**config.mk**
```make
export PLATFORM = sky130hd
export DESIGN_NAME = mpuf_challenge_gen_flat
export DESIGN_NICKNAME = d
export VERILOG_FILES = /design/src/rtl/mpuf_challenge_gen_if.sv /design/src/rtl/mpuf_challenge_gen.sv /design/src/flat_wrapper.sv
export SDC_FILE = /design/constraint.sdc
export NUM_CORES = 1
export LEC_CHECK = 0
export CAP_MARGIN = 10
export CORE_ASPECT_RATIO = 0.8
export CORE_MARGIN = 2
export CORE_UTILIZATION = 40
export DETAILED_ROUTE_END_ITERATION = 6
export PLACE_DENSITY_LB_ADDON = 0.12
export SLEW_MARGIN = 20
export SYNTH_ARGS = -nofsm -noshare
export SYNTH_HDL_FRONTEND = slang
export SYNTH_SLANG_ARGS = --single-unit
```
**constraint.sdc**
```tcl
create_clock -name clk -period 6.35 [get_ports clk]
set_clock_uncertainty 0.1 [all_clocks]
set_input_delay 0.9525 -clock clk [delete_from_list [all_inputs] [get_ports clk]]
set_output_delay 0.9525 -clock clk [all_outputs]
set_load 0.005 [all_outputs]
```
**src/rtl/mpuf_challenge_gen_if.sv**
```systemverilog
// Challenge bus between the sequencer (master) and the capture side (slave).
// The capture side drives c_ready; the sequencer drives C, c_valid and chal_idx.
interface mpuf_challenge_gen_if #(
  parameter int unsigned WIDTH = 30,
  parameter int unsigned IDX_W = 16
);
  logic [WIDTH-1:0] C;
  logic             c_valid;
  logic             c_ready;
  logic [IDX_W-1:0] chal_idx;

  modport master (output C, output c_valid, output chal_idx, input c_ready);
  modport slave  (input C, input c_valid, input chal_idx, output c_ready);
endinterface

```
**src/rtl/mpuf_challenge_gen.sv**
```systemverilog
// LFSR challenge sequencer feeding the T1 transform stage.
// Each challenge is held for SETTLE cycles before it is offered over valid/ready.
module mpuf_challenge_gen #(
  parameter int unsigned     WIDTH  = 30,
  parameter logic [WIDTH-1:0] SEED  = 30'h1555_5555,
  parameter int unsigned     SETTLE = 4
) (
  input  logic                 clk,
  input  logic                 clear,
  input  logic                 start,
  input  logic                 abort,
  input  logic [15:0]          num_chal,
  input  logic                 seed_load,
  input  logic [WIDTH-1:0]     seed_in,
  output logic                 busy,
  output logic                 done,
  mpuf_challenge_gen_if.master chal
);

  localparam int unsigned IDX_W = 16;
  localparam int unsigned CNT_W = 4;
  localparam logic [CNT_W-1:0] SETTLE_INIT = CNT_W'(SETTLE - 1);

  typedef enum logic [1:0] {
    ST_IDLE    = 2'd0,
    ST_SETTLE  = 2'd1,
    ST_PRESENT = 2'd2,
    ST_DONE    = 2'd3
  } state_e;

  state_e             state_q, state_d;
  logic [CNT_W-1:0]   cnt_q, cnt_d;
  logic [IDX_W-1:0]   num_q, num_d;
  logic [IDX_W-1:0]   idx_q, idx_d;
  logic [WIDTH-1:0]   c_q, c_d;
  logic               valid_q, valid_d;
  logic               busy_q, busy_d;
  logic               done_q, done_d;
  logic [WIDTH-1:0]   lfsr_next;

  // Fibonacci LFSR, taps x^30 + x^6 + x^4 + x + 1
  assign lfsr_next = {c_q[WIDTH-2:0], c_q[WIDTH-1] ^ c_q[5] ^ c_q[3] ^ c_q[0]};

  always_ff @(posedge clk or negedge clear) begin
    if (!clear) begin
      state_q <= ST_IDLE;
      cnt_q   <= '0;
      num_q   <= '0;
      idx_q   <= '0;
      c_q     <= SEED;
      valid_q <= 1'b0;
      busy_q  <= 1'b0;
      done_q  <= 1'b0;
    end else begin
      state_q <= state_d;
      cnt_q   <= cnt_d;
      num_q   <= num_d;
      idx_q   <= idx_d;
      c_q     <= c_d;
      valid_q <= valid_d;
      busy_q  <= busy_d;
      done_q  <= done_d;
    end
  end

  // Outputs are computed for the next state so they register alongside it.
  always_comb begin
    state_d = state_q;
    cnt_d   = cnt_q;
    num_d   = num_q;
    idx_d   = idx_q;
    c_d     = c_q;
    valid_d = 1'b0;
    busy_d  = 1'b0;
    done_d  = 1'b0;

    unique case (state_q)
      ST_IDLE: begin
        // An all-zero state would lock the LFSR, so zero falls back to SEED.
        if (seed_load) begin
          c_d = (seed_in == '0) ? SEED : seed_in;
        end
        if (start) begin
          if (num_chal != '0) begin
            state_d = ST_SETTLE;
            num_d   = num_chal;
            idx_d   = '0;
            cnt_d   = SETTLE_INIT;
            busy_d  = 1'b1;
          end else begin
            state_d = ST_DONE;
            done_d  = 1'b1;
          end
        end
      end

      ST_SETTLE: begin
        busy_d = 1'b1;
        if (abort) begin
          state_d = ST_IDLE;
          busy_d  = 1'b0;
        end else if (cnt_q == '0) begin
          state_d = ST_PRESENT;
          valid_d = 1'b1;
        end else begin
          cnt_d = cnt_q - CNT_W'(1);
        end
      end

      ST_PRESENT: begin
        busy_d  = 1'b1;
        valid_d = 1'b1;
        if (abort) begin
          state_d = ST_IDLE;
          busy_d  = 1'b0;
          valid_d = 1'b0;
        end else if (valid_q && chal.c_ready) begin
          valid_d = 1'b0;
          if (idx_q == num_q - IDX_W'(1)) begin
            state_d = ST_DONE;
            busy_d  = 1'b0;
            done_d  = 1'b1;
          end else begin
            state_d = ST_SETTLE;
            c_d     = lfsr_next;
            idx_d   = idx_q + IDX_W'(1);
            cnt_d   = SETTLE_INIT;
          end
        end
      end

      ST_DONE: begin
        state_d = ST_IDLE;
      end

      default: begin
        state_d = ST_IDLE;
      end
    endcase
  end

  assign chal.C        = c_q;
  assign chal.c_valid  = valid_q;
  assign chal.chal_idx = idx_q;
  assign busy          = busy_q;
  assign done          = done_q;

endmodule

```
**src/flat_wrapper.sv**
```systemverilog
// flat-port wrapper written by rule: the top's interface ports become plain ports
module mpuf_challenge_gen_flat 
#(
  parameter int unsigned     WIDTH  = 30,
  parameter logic [WIDTH-1:0] SEED  = 30'h1555_5555,
  parameter int unsigned     SETTLE = 4
)
  (clk, clear, start, abort, num_chal, seed_load, seed_in, busy, done, chal_C, chal_c_valid, chal_chal_idx, chal_c_ready);
  mpuf_challenge_gen_if #(.WIDTH(WIDTH)) chal_i ();
  input  logic clk;
  input  logic clear;
  input  logic start;
  input  logic abort;
  input  logic [15:0] num_chal;
  input  logic seed_load;
  input  logic [WIDTH-1:0] seed_in;
  output logic busy;
  output logic done;
  output wire logic [$bits(chal_i.C)-1:0] chal_C;
  output wire logic [$bits(chal_i.c_valid)-1:0] chal_c_valid;
  output wire logic [$bits(chal_i.chal_idx)-1:0] chal_chal_idx;
  input wire logic [$bits(chal_i.c_ready)-1:0] chal_c_ready;
  assign chal_C = chal_i.C;
  assign chal_c_valid = chal_i.c_valid;
  assign chal_chal_idx = chal_i.chal_idx;
  assign chal_i.c_ready = chal_c_ready;
  mpuf_challenge_gen #(.WIDTH(WIDTH), .SEED(SEED), .SETTLE(SETTLE)) u_core (.clk(clk), .clear(clear), .start(start), .abort(abort), .num_chal(num_chal), .seed_load(seed_load), .seed_in(seed_in), .busy(busy), .done(done), .chal(chal_i));
endmodule
```
==> impl_metrics.ini, run 1 <==
[run_status]
outcome = completed

[logic_synthesis]
syn_area_per_cell_um2 = 9.93
syn_inst = 434
synth_area_leaders = dfrtp_1 (33%), dfstp_2 (9.1%), mux2i_1 (7.2%)
ys_types = 53
ys_warn_count = 0
synth-seq-cells = 71
synth_most_common_cell = dfrtp_1
async_flop_share_pct = 100
ys.flop_type = dfrtp_1
yosys-top-cells-count = dfrtp_1 (56), a21oi_1 (35), mux2i_1 (31)
synth.yosys.seq_area_share_pct = 41.7
yosysTopAreaCell = dfrtp_1
synth_edf_count = 0
synth_top_area_share_pct = 32.5
netlist_area_um2 = 4310
syn-num-nets = 494

[setup_path]
crit_chain = inv_1 > ha_1 > nor4b_4 > xor2_1 > nor4b_1 > o22ai_1 > a211oi_2 > and4b_1 > o22ai_4 > buf_4 > mux2_4
startpoint_type = register
slowest_delay_ns = 0.46
cp.depth = 11
worst_path_max_delay_cell = nor4b_4
reg2reg_depth = 11
path_buf_inv = 2
cp.arrival_ns = 3.69
crit_path_start = u_core.num_q[0]
worstPathRequired_ns = 6.48
critical_path.top_delay_family = simple AND/OR/NAND/NOR gates
cp_max_fo = 30
r2r-start = u_core.num_q[0]
crit_path_end = u_core.chal.C[29]
r2r_setup_slack_ns = 2.79
crit_path_end_kind = register
r2r-end = u_core.chal.C[29]
worstSetupPathType = reg -> reg

[clock_network]
insertion_delay_ns = 0.34
post_cts_buffers = 0
cts_num_sinks = 71
cts-root-buf = clkbuf_16
clk_path_buf_depth = 2
cts_tree = yes
numCtsBuffers = 9
cts_hold_buf = 0
cts.reportedPaths.clkPinSlew_ns = 0.06
ctsResizeCount = 0
htree_num_levels = 3

[route]
avgViaCountPerCell = 5.53
ant_nets = 0
avgRoutedWirePerCell_um = 17.0
drt-initial-drc-count = 337
drc = 0
dr.pass1.iters = 5
num_vias = 3738
wirelength_um = 11500

[die]
io_pins = 101
dieArea_um2 = 11600
initial_core_util_pct = 41.6
num_rows = 33
core_um2 = 10400
die_h_um = 96.9
die_w_um = 120

[grt]
antenna_found_initial = 0
first_global_vias = 3592
grt-ovfl-total = 0
grt_pass1_wl_um = 18900
grtUsageTotal_pct = 20.6
grt_max_degree = 72

[power]
power.density_nw_per_um2 = 452
finalPower_w = 0.00259
leakagePower_nw = 2.32
max-vdd-ir-drop_mv = 0.217

[timing]
hold_violations = 0
grt_setup_unrepaired = no
finalCritPeriodShare_pct = 56.1
setup_viol = 0
setup_ws_ns = 2.79
drv_slew = 0
fin_crit_ns = 3.56
worst_pin_slew_ns = 1.01
slew_headroom_pct = 30.9
max_freq_mhz = 281
setup-tns-final_ns = 0

[placed_design]
preCtsSetupSlack_ns = 2.89
dp.final_hpwl_um = 8410
place_inst = 660
gp_congestion = 0.935
numPortBuffers = 100

[cells_and_area]
fin_cells = 676
fillCellCount = 940
area_delta_synth_final_pct = 33.1
num_antenna_cells = 0
nets = 591
drive_gt1_share_pct = 13.8

[worst_hold_path]
worstHoldPathType = reg -> reg

[job]
drv_cap = 0
worst min-delay path by stage:
| stage | start | to | slack [ns] | cells past startpoint |
|---|---|---|---|---|
| 3_5_place_dp | u_core.state_q[0] | u_core.state_q[0] | 0.43 | 2 |
| 2_1_floorplan | u_core.cnt_q[3] | u_core.cnt_q[3] | 0.39 | 2 |
| 5_1_grt | u_core.num_q[15] | u_core.num_q[15] | 0.47 | 1 |
| 3_3_place_gp | u_core.cnt_q[3] | u_core.cnt_q[3] | 0.42 | 2 |
| 6_report | u_core.state_q[0] | u_core.state_q[0] | 0.44 | 2 |
| 4_1_cts | u_core.state_q[0] | u_core.state_q[0] | 0.45 | 2 |
registers in the layout, indices dropped and copies added, names as in the netlist:
signal / cells
u_core.busy: 1
u_core.chal.C: 30
u_core.chal.c_valid: 1
u_core.chal.chal_idx: 16
u_core.cnt_q: 4
u_core.done: 1
u_core.num_q: 16
u_core.state_q: 2
kinds of logic after synthesis:
group | share of synthesized area (%)
AO/OA/AOI/OAI | 12.5
XOR/XNOR | 4.06
adder cells (fa/ha/maj) | 2.32
buffers and inverters | 4.27
flip-flops | 41.7
multiplexers | 16.7
AND/OR/NAND/NOR | 18.5
stage by stage:
stage / utilization (%) / hold slack (ns) / area [µm²]
final: 55.4 / 0.442 / 5740
after floorplan: - / 0.392 / 4310
after global placement: 52.4 / 0.423 / 5440
after CTS: 55.3 / 0.447 / 5730
after detailed placement: 52.4 / 0.432 / 5440
after global routing: 55.4 / 0.472 / 5740
layout by cell type (no fill, tap or decap), types with 2 or more instances in the layout:
| cell type | count |
|---|---|
| inv_1 | 26 |
| buf_4 | 4 |
| nor4_1 | 12 |
| mux2_4 | 16 |
| o21ai_0 | 15 |
| o31ai_1 | 3 |
| nand2b_1 | 6 |
| clkinv_2 | 3 |
| or4_1 | 8 |
| nand3b_1 | 5 |
| or3_1 | 8 |
| mux2i_1 | 31 |
| nand4_1 | 9 |
| a211oi_1 | 2 |
| clkbuf_16 | 9 |
| nor3_1 | 4 |
| nor4b_1 | 2 |
| o211ai_1 | 9 |
| nand2_1 | 28 |
| nor3b_1 | 2 |
| a31oi_1 | 2 |
| clkinvlp_4 | 2 |
| nand3_1 | 12 |
| clkdlybuf4s50_1 | 99 |
| and2_1 | 3 |
| nor2_1 | 26 |
| and3_1 | 6 |
| mux2_2 | 15 |
| dfstp_2 | 15 |
| a21oi_1 | 35 |
| xnor2_1 | 13 |
| o22ai_1 | 4 |
| xor2_1 | 7 |
| dfrtp_1 | 56 |
| a2111oi_0 | 2 |
| a21o_1 | 4 |
| ha_1 | 7 |
| nor2b_1 | 5 |
cell type report:
cell class	count	area, µm²	area share, %
well taps	140	175	3.05
multi-input cells	319	2340	40.9
clock inverters	6	60.1	1.05
flip-flops and latches	71	1800	31.3
clock buffers	10	239	4.16
inverters	26	97.6	1.70
repair buffers	104	1030	17.9
worst min-delay path, cell delays in order (launching register included):
cell	delay [ns]
dfrtp_1	0.39
nand2_1	0.06
o21ai_0	0.06
per-layer routing:
layer	wire length, µm	track usage (%)	up-vias
li1	-	-	1789
met1	5610	30.9	1812
met2	4990	28.8	120
met3	672	4.42	17
met4	233	7.60	0
met5	0	0	-
report_power, final:
group | internal (W) | switching (W) | total, W
logic | 0.000652 | 0.000575 | 0.00123
registers | 0.000668 | 0.000192 | 0.000860
clock network | 0.000312 | 0.000193 | 0.000506
total | 0.00163 | 0.000960 | 0.00259
Power figures use the tool's default switching activity.
==> run 2, diff against run 1 <==
Clock period 6.35 ns to 3.3 ns, I/O delays scaled along.
==> impl_metrics.ini, run 2 (synthesis gave the netlist of run 1 again) <==
[run_status]
outcome = completed

[grt]
first_global_vias = 3752
antenna_found_initial = 0
grt-ovfl-total = 0
use_met1_pct = 30.3
grt_pass1_wl_um = 19300
grt_max_degree = 39
grtUsageTotal_pct = 20.8
met3_usage_pct = 5.01
busiest_layer = met2
met2_usage_pct = 31.3

[placed_design]
dp.final_hpwl_um = 8730
place_inst = 668
numPortBuffers = 100
place_area_um2 = 5520
gp_congestion = 0.903

[power]
switching_share_pct = 36.2
finalPower_w = 0.00507
power.density_nw_per_um2 = 870
clock_power_share_pct = 19.3
p_seq_share_pct = 32.4
max-vdd-ir-drop_mv = 0.457
p_int_w = 0.00323
netSwitchingPower_w = 0.00184
leakagePower_nw = 2.37
power_frac_comb_pct = 48.3

[setup_path]
crit_path_end_kind = register
cp.arrival_ns = 3.21
startpoint_type = register
path_buf_inv = 3
slowest_delay_ns = 0.42
cp_max_fo = 30
crit_chain = inv_1 > ha_1 > nor4b_4 > buf_4 > and3_1 > nand3b_1 > a21o_1 > a211oi_2 > and4b_1 > o22ai_4 > buf_12 > mux2_4
worstSetupPathType = reg -> reg
critical_path.top_delay_family = simple AND/OR/NAND/NOR gates
crit_path_start = u_core.num_q[1]
worst_path_max_delay_cell = dfrtp_1
worstPathRequired_ns = 3.42
r2r-start = u_core.num_q[1]

[timing]
slew_headroom_pct = 36.8
drv_slew = 0
hold_violations = 0
max_freq_mhz = 323
setup-tns-final_ns = 0
grt_setup_unrepaired = no
worst_pin_slew_ns = 0.945
setup_viol = 0
fin_crit_ns = 3.10
finalCritPeriodShare_pct = 93.8

[cells_and_area]
largest_reg_flops = 30
drive_gt1_share_pct = 14.7
nets = 600
fin_cells = 685
final_cell_mix = clkdlybuf4s50_1 (99), dfrtp_1 (56), a21oi_1 (35)
layout_commonest_cell = clkdlybuf4s50_1
fillCellCount = 924
multi_input_area_um2 = 2340
fin_area_um2 = 5830
fin_util_pct = 56.3
regArea_um2 = 1800
area_delta_synth_final_pct = 35.3
num_antenna_cells = 0

[route]
drc = 0
avgViaCountPerCell = 5.44
ant_nets = 0
drt-initial-drc-count = 186
num_vias = 3729
avgRoutedWirePerCell_um = 16.7
wirelength_um = 11500
dr.pass1.iters = 5

[clock_network]
htree_num_levels = 3
cts_num_sinks = 71
numCtsBuffers = 9
ctsResizeCount = 0
cts-root-buf = clkbuf_16
cts_tree = yes
insertion_delay_ns = 0.33
clk_path_buf_depth = 2
cts.reportedPaths.clkPinSlew_ns = 0.06
post_cts_buffers = 0
cts_hold_buf = 0

[die]
dieArea_um2 = 11600
core_um2 = 10400
num_rows = 33
initial_core_util_pct = 41.6
die_h_um = 96.9
die_w_um = 120
io_pins = 101

[worst_hold_path]
worstHoldPathType = in -> async

[job]
drv_cap = 0
[run 2: changes by cell type in the layout (fill, tap and decap cells not counted)]
cell	before	now
o21ai_2	1	0
clkbuf_1	0	2
clkbuf_8	1	2
buf_12	0	2
o21ai_1	1	2
clkinvlp_4	2	1
buf_4	4	11
clkinv_2	3	1
[run 2: final timing paths]
kind,slack (ns),to,cells past startpoint
max reg2reg,0.20,u_core.chal.C[29],12
min,0.14,u_core.num_q[13],1
min reg2reg,0.44,u_core.chal.C[11],2
max in group asynchronous,2.20,u_core.chal.C[28],2
min in group clk,0.44,u_core.chal.C[11],2
max,0.20,u_core.chal.C[29],12
[run 2: routing by layer]
metal | vias to the layer above | part of all wire [%]
met5 | - | 0
met4 | 0 | 0.83
met3 | 8 | 5.6
met2 | 88 | 43
met1 | 1834 | 50
li1 | 1799 | -
[run 2: power groups by stage]
stage	Sequential (W)	Clock (W)	Combinational (W)
global route	0.00170	0.00105	0.00269
finish	0.00164	0.000977	0.00245
global placement	0.00164	0	0.00241
detailed placement	0.00166	0	0.00244
floorplan	0.00158	0	0.00157
CTS	0.00164	0.00100	0.00246
[run 2: stage by stage]
stage / setup slack (ns) / hold WS (ns)
6_report: 0.203 / 0.143
5_1_grt: 0.0177 / 0.206
4_1_cts: 0.211 / 0.180
3_5_place_dp: 0.198 / 0.430
3_3_place_gp: 0.303 / 0.424
2_1_floorplan: 0.473 / 0.0994
[run 2: area by class of cell]
type	count	share of cell area, %
clock buffers	13	4.46
repair buffers	113	19.2
clock inverters	3	0.730
multi-input cells	319	40.2
well taps	140	3.00
inverters	26	1.67
flip-flops and latches	71	30.8
==> run 3, diff against run 2 <==
Settings changed: CORE_MARGIN 2 to 5, DONT_BUFFER_PORTS from default to 1, GPL_ROUTABILITY_DRIVEN from default to 0.
==> impl_metrics.ini, run 3 (synthesis gave the netlist of run 1 again) <==
[run_status]
outcome = completed

[die]
num_rows = 33
io_pins = 101
die_h_um = 103
die_w_um = 126
dieArea_um2 = 13000
initial_core_util_pct = 41.4
core_um2 = 10400

[grt]
antenna_found_initial = 0
grt_max_degree = 72
grt_pass1_wl_um = 18200
first_global_vias = 3296
grt-ovfl-total = 0
grtUsageTotal_pct = 17.7

[setup_path]
slowest_delay_ns = 0.43
worstPathRequired_ns = 3.42
crit_chain = inv_1 > ha_1 > nor4b_4 > xor2_1 > nor4b_1 > o22ai_1 > a211oi_2 > and4b_2 > o22ai_4 > buf_12 > mux2_4
crit_path_end_kind = register
worstSetupPathType = reg -> reg
startpoint_type = register
cp_max_fo = 30
worst_path_max_delay_cell = dfrtp_1
cp.arrival_ns = 3.16

[timing]
finalCritPeriodShare_pct = 92.2
setup_ws_ns = 0.257
setup_viol = 0
grt_setup_unrepaired = no
setup-tns-final_ns = 0
slew_headroom_pct = 38.0
hold_violations = 0
worst_pin_slew_ns = 0.926
timing.hold.ws_ns = 0.189
drv_slew = 0
fin_crit_ns = 3.04
max_freq_mhz = 329

[job]
drv_cap = 0

[clock_network]
cts_num_sinks = 71
cts_tree = yes
htree_num_levels = 3
cts-root-buf = clkbuf_16
cts.reportedPaths.clkPinSlew_ns = 0.06
numCtsBuffers = 9
clk_path_buf_depth = 2
insertion_delay_ns = 0.33

[cells_and_area]
layout_commonest_cell = dfrtp_1
final_cell_mix = dfrtp_1 (56), a21oi_1 (35), mux2i_1 (31)
area_delta_synth_final_pct = 13.2
largest_reg_flops = 30
drive_gt1_share_pct = 18.4
num_antenna_cells = 0
fillCellCount = 1026
nets = 500

[route]
dr.pass1.iters = 4
avgViaCountPerCell = 5.76
drc = 0
ant_nets = 0
avgRoutedWirePerCell_um = 19.4
drt-initial-drc-count = 273
num_vias = 3367
wirelength_um = 11300

[worst_hold_path]
worstHoldPathType = in -> reg

[placed_design]
dp.final_hpwl_um = 8400
numPortBuffers = 0
preCtsSetupSlack_ns = 0.202

[power]
power.density_nw_per_um2 = 962
max-vdd-ir-drop_mv = 0.573
leakagePower_nw = 2.01
==> run 3: cell types whose count changed in the layout (fill, tap and decap cells not counted), sizes merged, moves of 2 or more <==
cell | before | now
clkdlybuf4s50 | 99 | 0
clkbuf | 13 | 9
clkinv | 1 | 3
buf | 14 | 12
==> run 3: metrics by stage <==
| step | total power (W) | instances | cell area, µm² | utilization [%] |
|---|---|---|---|---|
| 2_1_floorplan | 0.00315 | 434 | 4310 | - |
| 3_3_place_gp | 0.00362 | 566 | 4510 | 43.3 |
| 3_5_place_dp | 0.00365 | 566 | 4510 | 43.3 |
| 4_1_cts | 0.00474 | 584 | 4870 | 46.8 |
| 5_1_grt | 0.00501 | 585 | 4880 | 46.9 |
| 6_report | 0.00469 | 585 | 4880 | 46.9 |
==> run 3: what timing repair did <==
item | in CTS | in global routing
resized for setup | 0 | 1
endpoints found under the hold margin | 71 | 0
setup endpoints to repair | 0 | 16
buffers inserted | 0 | 1
hold buffers | 2 | 0
==> run 3: layer usage <==
layer	wire length, µm	global-route usage (%)
met5	0	0
met4	175	5.85
met3	1020	6.37
met2	4810	24.4
met1	5340	25.8
==> run 3: report_power, final <==
group	internal (W)	switching [W]	leakage, nW	total, W
registers	0.00129	0.000424	0.857	0.00171
logic	0.000958	0.000982	0.998	0.00194
clock network	0.000662	0.000377	0.156	0.00104
==> run 3: area by class of cell <==
cell class                      instances  area [µm²]  share of cell area [%]
Inverter                               26        97.6                    2.00
Clock inverter                          7        95.1                    1.95
Multi-Input combinational cell        319        2350                    48.1
Tap cell                              140         175                    3.59
Timing Repair Buffer                   13         145                    2.97
Sequential cell                        71        1800                    36.8
Clock buffer                            9         225                    4.62
==> run 3: final timing paths <==
check / startpoint / endpoint / slack [ns] / cells after the start
min in group asynchronous: clear / u_core.chal.C[5] / 0.62 / 2
hold / removal: num_chal[1] / u_core.num_q[1] / 0.19 / 2
setup reg to reg: u_core.num_q[0] / u_core.chal.C[29] / 0.26 / 11
setup / recovery: u_core.num_q[0] / u_core.chal.C[29] / 0.26 / 11
hold reg to reg: u_core.num_q[15] / u_core.num_q[15] / 0.45 / 1
max in group asynchronous: clear / u_core.chal.C[26] / 2.13 / 2
==> run 3: worst max-delay path: cells and delay by family, from the launching register on <==
kind / cells / cell delay (ns)
xor gates and xnor gates: 1 / 0.12
buffers and inverters: 2 / 0.29
and+or+nand+nor: 3 / 0.97
AOI/OAI and AO/OA: 3 / 0.50
adders and majority gates: 1 / 0.22
DFF: 1 / 0.43
muxes: 1 / 0.31
